**src/rtl/aes_text_out_unloader.sv**
```systemverilog
// rtl/aes_text_out_unloader.sv - captures the AES text_out block on done and streams it as WORD_W words
// Drops (and flags) any done that arrives before the last word of the current block is accepted.
module aes_text_out_unloader #(
  parameter int WORD_W    = 32,
  parameter bit MSW_FIRST = 1'b1
) (
  input  logic              clk,
  input  logic              rst,
  input  logic              done,
  input  logic [127:0]      text_out,
  output logic              m_valid,
  input  logic              m_ready,
  output logic [WORD_W-1:0] m_data,
  output logic              m_last,
  output logic              busy,
  output logic              overrun,
  input  logic              clr_overrun
);
  localparam int NWORDS = 128 / WORD_W;
  localparam int IDX_W  = (NWORDS > 1) ? $clog2(NWORDS) : 1;

  typedef enum logic {IDLE, SEND} state_t;

  state_t             state_q, state_d;
  logic [127:0]       buf_q, buf_d;
  logic [IDX_W-1:0]   idx_q, idx_d;
  logic               overrun_q, overrun_d;
  logic               is_last;
  logic               accept;
  logic [WORD_W-1:0]  word_sel;

  assign is_last = (idx_q == IDX_W'(NWORDS - 1));
  assign m_valid = (state_q == SEND);
  assign accept  = m_valid && m_ready;
  assign busy    = m_valid;
  assign m_last  = m_valid && is_last;
  assign m_data  = m_valid ? word_sel : '0;
  assign overrun = overrun_q;

  always_comb begin
    word_sel = '0;
    for (int k = 0; k < NWORDS; k++) begin
      if (idx_q == IDX_W'(k)) begin
        word_sel = MSW_FIRST ? buf_q[127 - k*WORD_W -: WORD_W] : buf_q[k*WORD_W +: WORD_W];
      end
    end
  end

  always_comb begin
    state_d   = state_q;
    buf_d     = buf_q;
    idx_d     = idx_q;
    overrun_d = overrun_q;
    if (clr_overrun) begin
      overrun_d = 1'b0;
    end
    case (state_q)
      IDLE: begin
        if (done) begin
          buf_d   = text_out;
          idx_d   = '0;
          state_d = SEND;
        end
      end
      SEND: begin
        if (accept) begin
          if (is_last) begin
            idx_d = '0;
            // A done coincident with the final handshake chains the next block without a bubble.
            if (done) begin
              buf_d = text_out;
            end else begin
              state_d = IDLE;
            end
          end else begin
            idx_d = idx_q + 1'b1;
          end
        end
        if (done && !(accept && is_last)) begin
          overrun_d = 1'b1;
        end
      end
      default: state_d = IDLE;
    endcase
  end

  always_ff @(posedge clk or posedge rst) begin
    if (rst) begin
      state_q   <= IDLE;
      buf_q     <= '0;
      idx_q     <= '0;
      overrun_q <= 1'b0;
    end else begin
      state_q   <= state_d;
      buf_q     <= buf_d;
      idx_q     <= idx_d;
      overrun_q <= overrun_d;
    end
  end
endmodule

```
**config.mk**
```make
export PLATFORM = sky130hd
export DESIGN_NAME = aes_text_out_unloader
export DESIGN_NICKNAME = d
export VERILOG_FILES = /design/src/rtl/aes_text_out_unloader.sv
export SDC_FILE = /design/constraint.sdc
export NUM_CORES = 1
export LEC_CHECK = 0
export BUFFER_PORTS_ARGS = -buffer_cell sky130_fd_sc_hd__buf_2
export CORE_ASPECT_RATIO = 1.2
export CORE_MARGIN = 5
export CORE_UTILIZATION = 45
export CTS_CLUSTER_SIZE = 40
export DETAILED_ROUTE_END_ITERATION = 8
export PLACE_DENSITY = 0.7
export SYNTH_ARGS = -nofsm -noshare
export SYNTH_HDL_FRONTEND = slang
export SYNTH_SLANG_ARGS = --single-unit
```
**constraint.sdc**
```tcl
create_clock -name clk -period 11.6 [get_ports clk]
set_clock_uncertainty 0.2 [all_clocks]
set_input_delay 0.58 -clock clk [delete_from_list [all_inputs] [get_ports clk]]
set_output_delay 0.58 -clock clk [all_outputs]
set_load 0.05 [all_outputs]
```
==> results of run 1 <==
==> registers in the layout, summed over array words and instances (netlist names) <==
| register | cells |
|---|---|
| overrun | 1 |
| busy | 1 |
| buf_q | 128 |
| idx_q | 2 |
==> per-stage QoR <==
stage	power [W]	worst slack, ns
floorplan	0.00178	7.29
global placement	0.00200	8.38
detailed placement	0.00204	8.39
CTS	0.00257	7.93
global route	0.00269	7.72
finish	0.00255	7.95
==> cells in the final DEF, fill, tap and decap left out, types with 2 or more instances in the layout <==
| cell type | count |
|---|---|
| buf_2 | 168 |
| o21ai_0 | 65 |
| ha_1 | 4 |
| a221oi_1 | 32 |
| mux2_4 | 10 |
| inv_1 | 4 |
| clkbuf_8 | 4 |
| buf_4 | 7 |
| clkinv_2 | 3 |
| clkbuf_16 | 17 |
| nand2_1 | 34 |
| mux2_2 | 118 |
| clkinv_4 | 4 |
| dfrtp_1 | 132 |
| nor2b_2 | 2 |
| clkinvlp_4 | 3 |
==> critical path, stage by stage (launching register included) <==
cell      delay, ns
dfrtp_1        0.42
inv_1          0.13
ha_1           0.20
nor2b_2        0.63
buf_4          0.39
a221oi_1       0.11
o21ai_0        0.25
buf_2          0.32
==> power breakdown <==
group / total, W / switching, W / internal [W]
logic: 0.00122 / 0.000788 / 0.000433
clock network: 0.000517 / 0.000199 / 0.000317
registers: 0.000812 / 0.000118 / 0.000694
total: 0.00255 / 0.00111 / 0.00144
==> kinds of logic (layout without fill, tap and decap cells) <==
logic type | Yosys count | count (layout) | synth area share (%)
AOI/OAI and AO/OA | 100 | 100 | 10.6
xor gates and xnor gates | 1 | 1 | 0.145
adders and majority gates | 4 | 4 | 0.828
buffers and inverters | 41 | 212 | 6.29
DFF | 132 | 132 | 54.6
muxes | 129 | 129 | 24.6
and+or+nand+nor | 40 | 40 | 2.86
==> routing by layer <==
layer | vias to the layer above | global-route usage (%)
li1 | 1936 | -
met2 | 131 | 31.8
met5 | - | 0
met3 | 22 | 7.21
met1 | 2112 | 23.0
met4 | 0 | 6.13
==> path summary, 6_finish.rpt <==
kind	cells past startpoint	endpoint	slack (ns)	start
hold / removal	2	buf_q[42]	0.10	rst
hold reg to reg	1	buf_q[33]	0.30	buf_q[33]
setup reg to reg	5	buf_q[12]	8.41	idx_q[0]
max in group asynchronous	3	buf_q[48]	9.71	rst
setup / recovery	7	m_data[31]	7.95	idx_q[0]
min in group clk	2	overrun	0.14	clr_overrun
==> area by class of cell <==
type	instances	area, um2	area share (%)
Clock buffer	21	480	6.51
Clock inverter	11	103	1.39
Inverter	5	21.3	0.288
Multi-Input combinational cell	274	2370	32.1
Sequential cell	132	3300	44.8
Tap cell	168	210	2.85
Timing Repair Buffer	175	893	12.1
==> out/qor.yml, run 1 <==
route:
  wl_met1_um: 5720
  top_layer: "met4"
  wl_met2_um: 7520
  antenna_left: 0
  first_pass_iters: 4
  drt_wl_total_um: 14600
  wire_per_inst_um: 18.6
  initialDrtViolationCount: 180
  drc: 0
  met3_wirelength_um: 1090
  via_per_inst: 5.34
  num_vias: 4201
synthesis:
  synth_edf_count: 0
  synth_top_area_cell: "dfrtp_1"
  syn_area_per_cell_um2: 13.5
  synthTopCellsByArea: "dfrtp_1, mux2_2, o21ai_0, a221oi_1, buf_12"
  synth_top_cells_by_count: "dfrtp_1, mux2_2, o21ai_0"
  synth_ff_type: "dfrtp_1"
  yosysMostFrequentCell: "dfrtp_1"
  synth_top_area_share_pct: 54.6
  syn_inst: 447
  syn_area_um2: 6050
  yosysSeqAreaShare_pct: 54.6
  yosys_warnings: 0
  synth-seq-cells: 132
  async_flop_share_pct: 100
  synthDistinctLibCells: 22
  syn_nets: 584
cells_and_area:
  final_util_pct: 56.0
  fin_nets: 742
  drive_above_1_share_pct: 55.2
  n_antenna_cell: 0
  final_cells: 786
  areaGrowthSynthToFinish_pct: 22.0
  design_area_um2: 7380
  fillerInstances: 1124
sta:
  slew_headroom_pct: 27.3
  max_freq_ghz: 0.274
  min_period_over_period_pct: 31.5
  min_period_ns: 3.65
  holdWs_ns: 0.101
  rsz0062_at_grt: "false"
  fin_tns_setup_ns: 0
  timing_worst_slew_pin_value_ns: 1.09
  drv_slew: 0
  final-hold-violation-count: 0
  finalSetupViolCount: 0
cts:
  cts.htree.levels: 4
  cts_buffers: 17
  clkSinkCount: 132
  cts_tree: "done"
  cts_max_path_buffers: 2
  hold_buffers: 0
  clk_pin_slew_ns: 0.06
  cts_root_buf: "clkbuf_16"
  cts_resized: 0
  insertion_delay_ns: 0.41
  cts_setup_buffers: 0
floorplan:
  chipWidth_um: 116
  core_um2: 13200
  die_area_um2: 15900
  initial_core_util_pct: 45.9
  ioPinCount: 169
  rows: 46
  chipHeight_um: 137
global_routing:
  grt_remaining_overflow: 0
  grt_pass1_wl_um: 23300
  track_usage_pct: 19.1
  grt_max_degree: 72
  grt_pass1_vias: 4768
  antenna_found_initial: 0
power_and_ir_drop:
  p_leak_nw: 3.47
  power_density_nw_per_um2: 346
  vdd_drop_max_mv: 0.191
worst_setup_path:
  critPathRequiredTime_ns: 10.82
  endpoint_kind: "output port"
  critPathArrivalTime_ns: 2.87
  path_class: "flop to output port"
  crit_path_start_kind: "flop"
  critical_path.max_fanout: 17
hold_path:
  hold_class: "primary input to async pin"
outcome:
  status: "complete, no violations"
placement:
  place.gp.congestion: 0.776
  hpwl_um: 9870
  placed_area_um2: 6800
  port_buffers: 168
  dp_cells: 754
flow_run:
  drv_cap: 0
Power figures use the tool's default switching activity.
==> inputs of run 2 (changes only) <==
--- a/config.mk
+++ b/config.mk
@@ -11,7 +11,7 @@
 export CORE_UTILIZATION = 45
 export CTS_CLUSTER_SIZE = 40
 export DETAILED_ROUTE_END_ITERATION = 8
-export PLACE_DENSITY = 0.7
+export PLACE_DENSITY = 0.73
 export SYNTH_ARGS = -nofsm -noshare
 export SYNTH_HDL_FRONTEND = slang
 export SYNTH_SLANG_ARGS = --single-unit
==> constraint.sdc (replaced) <==
create_clock -name clk -period 3.1 [get_ports clk]
set_clock_uncertainty 0.2 [all_clocks]
set_input_delay 0.155 -clock clk [delete_from_list [all_inputs] [get_ports clk]]
set_output_delay 0.155 -clock clk [all_outputs]
set_load 0.05 [all_outputs]
==> run 2 against run 1 <==
Compared with the run above: sequential cell count did not move; first-iteration DRC count rose by 44%; wire length rose by 19%; combinational power rose to 4.0 times the previous value; non-clock buffer count rose by 141; global-route usage rose by 3.5 points; sequential power rose to 3.8 times the previous value; die area did not move; via count rose by 18%; critical path depth did not move; power rose to 4.0 times the previous value; utilization rose by 11 points; critical endpoint is now m_data[28]; largest cell class unchanged; largest power group unchanged; highest routed layer unchanged.
==> out/qor.yml, run 2 (synthesis results as in run 1) <==
cts:
  clkSinkCount: 132  # unchanged
  insertion_delay_ns: 0.42  # was 0.41 ns
  cts_root_buf: "clkbuf_16"  # unchanged
  cts_setup_buffers: 0  # unchanged
  clk_pin_slew_ns: 0.06  # about the same
  cts_max_path_buffers: 2  # unchanged
  cts_tree: "done"  # unchanged
  cts_buffers: 17  # unchanged
  cts.htree.levels: 4  # unchanged
cells_and_area:
  final_cell_mix: "buf_2, dlygate4sd3_1, dfrtp_1"  # was buf_2, dfrtp_1, mux2_2
  final_util_pct: 67.4  # was 56.0%
  regArea_um2: 3300  # unchanged
  areaGrowthSynthToFinish_pct: 46.8  # was 22.0%
  drive_above_1_share_pct: 46.0  # was 55.2%
  largest_register_ffs: 128  # unchanged
  multi_input_area_um2: 2370  # unchanged
  reg.largest.list: "buf_q (128), idx_q (2)"  # unchanged
  layout_commonest_cell: "buf_2"  # unchanged
  fin_nets: 883  # was 742
  regMostFlops: "buf_q"  # unchanged
  fillerInstances: 876  # was 1124
global_routing:
  grt_max_degree: 133  # was 72
  top_usage_layer: "met2"  # unchanged
  antenna_found_initial: 1  # was 0
  track_usage_pct: 22.7  # was 19.1%
  grt_pass1_wl_um: 27400  # was 23300 um
  use_met1_pct: 24.7  # was 23.0%
  use_met3_pct: 5.93  # was 7.21%
  grt_pass1_vias: 5567  # was 4768
  met2_usage_pct: 40.1  # was 31.8%
  grt_remaining_overflow: 0  # unchanged
worst_setup_path:
  critPathRequiredTime_ns: 2.74  # was 10.82 ns
  r2r-end: "buf_q[38]"  # was buf_q[12]
  path_class: "flop to output port"  # unchanged
  critical_path.max_fanout: 19  # was 17
  critPathArrivalTime_ns: 2.43  # was 2.87 ns
  r2r_start: "idx_q[0]"  # unchanged
  endpoint_kind: "output port"  # unchanged
  ff2ff_setup_slack_ns: 0.65  # was 8.41 ns
  crit_path_start_kind: "flop"  # unchanged
  startpoint: "idx_q[0]"  # unchanged
  endpoint: "m_data[28]"  # was m_data[31]
  r2r_cells: 5  # unchanged
outcome:
  status: "complete, no violations"  # unchanged
sta:
  worst_slack_ns: 0.312  # was 7.95 ns
  finalSetupViolCount: 0  # unchanged
  min_period_ns: 2.79
  holdWs_ns: 0.291  # was 0.101 ns
  drv_slew: 0  # unchanged
  timing_worst_slew_pin_value_ns: 0.699  # was 1.09 ns
  rsz0062_at_grt: "false"  # unchanged
  final-hold-violation-count: 0  # unchanged
  fin_tns_setup_ns: 0  # unchanged
  min_period_over_period_pct: 89.9
  max_freq_ghz: 0.359
  slew_headroom_pct: 53.4  # was 27.3%
floorplan:
  core_um2: 13200  # unchanged
  initial_core_util_pct: 45.9  # unchanged
  ioPinCount: 169  # unchanged
  chipWidth_um: 116  # unchanged
  chipHeight_um: 137  # unchanged
  die_area_um2: 15900  # unchanged
  rows: 46  # unchanged
placement:
  hpwl_um: 10300  # was 9870 um
  pre_cts_ws_ns: 0.653  # was 8.39 ns
  place.gp.congestion: 0.772  # was 0.776
  port_buffers: 168  # unchanged
route:
  drc: 0  # unchanged
  wire_per_inst_um: 18.6  # about the same
  num_vias: 4951  # was 4201
  initialDrtViolationCount: 260  # was 180
  first_pass_iters: 4  # unchanged
  via_per_inst: 5.33  # was 5.34
  drt_wl_total_um: 17300  # was 14600 um
  antenna_left: 0  # unchanged
power_and_ir_drop:
  p_leak_nw: 4.10  # was 3.47 nW
  power_density_nw_per_um2: 1140  # was 346 nW/um2
  vdd_drop_max_mv: 1.09  # was 0.191 mV
flow_run:
  drv_cap: 0  # unchanged
hold_path:
  hold_class: "primary input to async pin"  # unchanged
-- run 2: changes by cell type in the layout (fill, tap and decap cells not counted) --
cell,before,now
buf_12,0,3
buf_4,7,11
bufinv_16,1,4
clkbuf_8,4,1
clkinv_2,3,1
clkinvlp_4,3,4
diode_2,0,2
dlygate4sd3_1,0,134
inv_1,4,3
inv_4,1,0
inv_6,0,3
-- run 2: power breakdown --
group          leakage, nW  internal (W)  switching (W)
sequential            1.57       0.00260       0.000470
combinational         2.23       0.00181        0.00308
clock                0.307       0.00138       0.000768
-- run 2: metal layers --
layer,part of all wire [%],up-vias
li1,-,2238
met1,36,2458
met2,55,200
met3,5.4,55
met4,4.1,0
met5,0,-
-- run 2: how the worst min path moves through the flow --
stage / end / start / cells past startpoint / slack (ns)
after floorplan: idx_q[0] / done / 1 / 0.04
final: buf_q[56] / rst / 4 / 0.29
after detailed placement: overrun / clr_overrun / 2 / 0.15
after global placement: overrun / clr_overrun / 2 / 0.14
after global routing: buf_q[66] / text_out[66] / 3 / 0.30
after CTS: buf_q[37] / text_out[37] / 3 / 0.28
-- run 2: metrics by stage --
step / instance area, um2 / cells / power, W
5_1_grt: 8870 / 928 / 0.0106
2_1_floorplan: 6050 / 447 / 0.00665
3_5_place_dp: 6890 / 761 / 0.00773
6_report: 8880 / 929 / 0.0101
4_1_cts: 8870 / 927 / 0.0101
3_3_place_gp: 6890 / 761 / 0.00755
-- run 2: cell type report --
class                      count  share of cell area (%)
antenna                        2                  0.0564
multi-input combinational    274                    26.7
timing repair buffer         316                    26.2
clock buffer                  18                    4.95
sequential                   132                    37.2
clock inverter                14                    2.27
inverter                       5                   0.296
tap                          168                    2.37
-- run 2: critical path, cell delays in order (launching register included) --
cell        delay [ns]
dfrtp_1           0.42
inv_1             0.12
ha_1              0.23
clkinvlp_4        0.34
buf_4             0.32
o21ai_0           0.23
o21ai_0           0.11
buf_2             0.22
-- run 2: repair_timing --
item,in CTS,in global routing
hold buffers,134,0
hold endpoints to repair,264,0
setup endpoints to repair,0,3
resized for setup,0,1
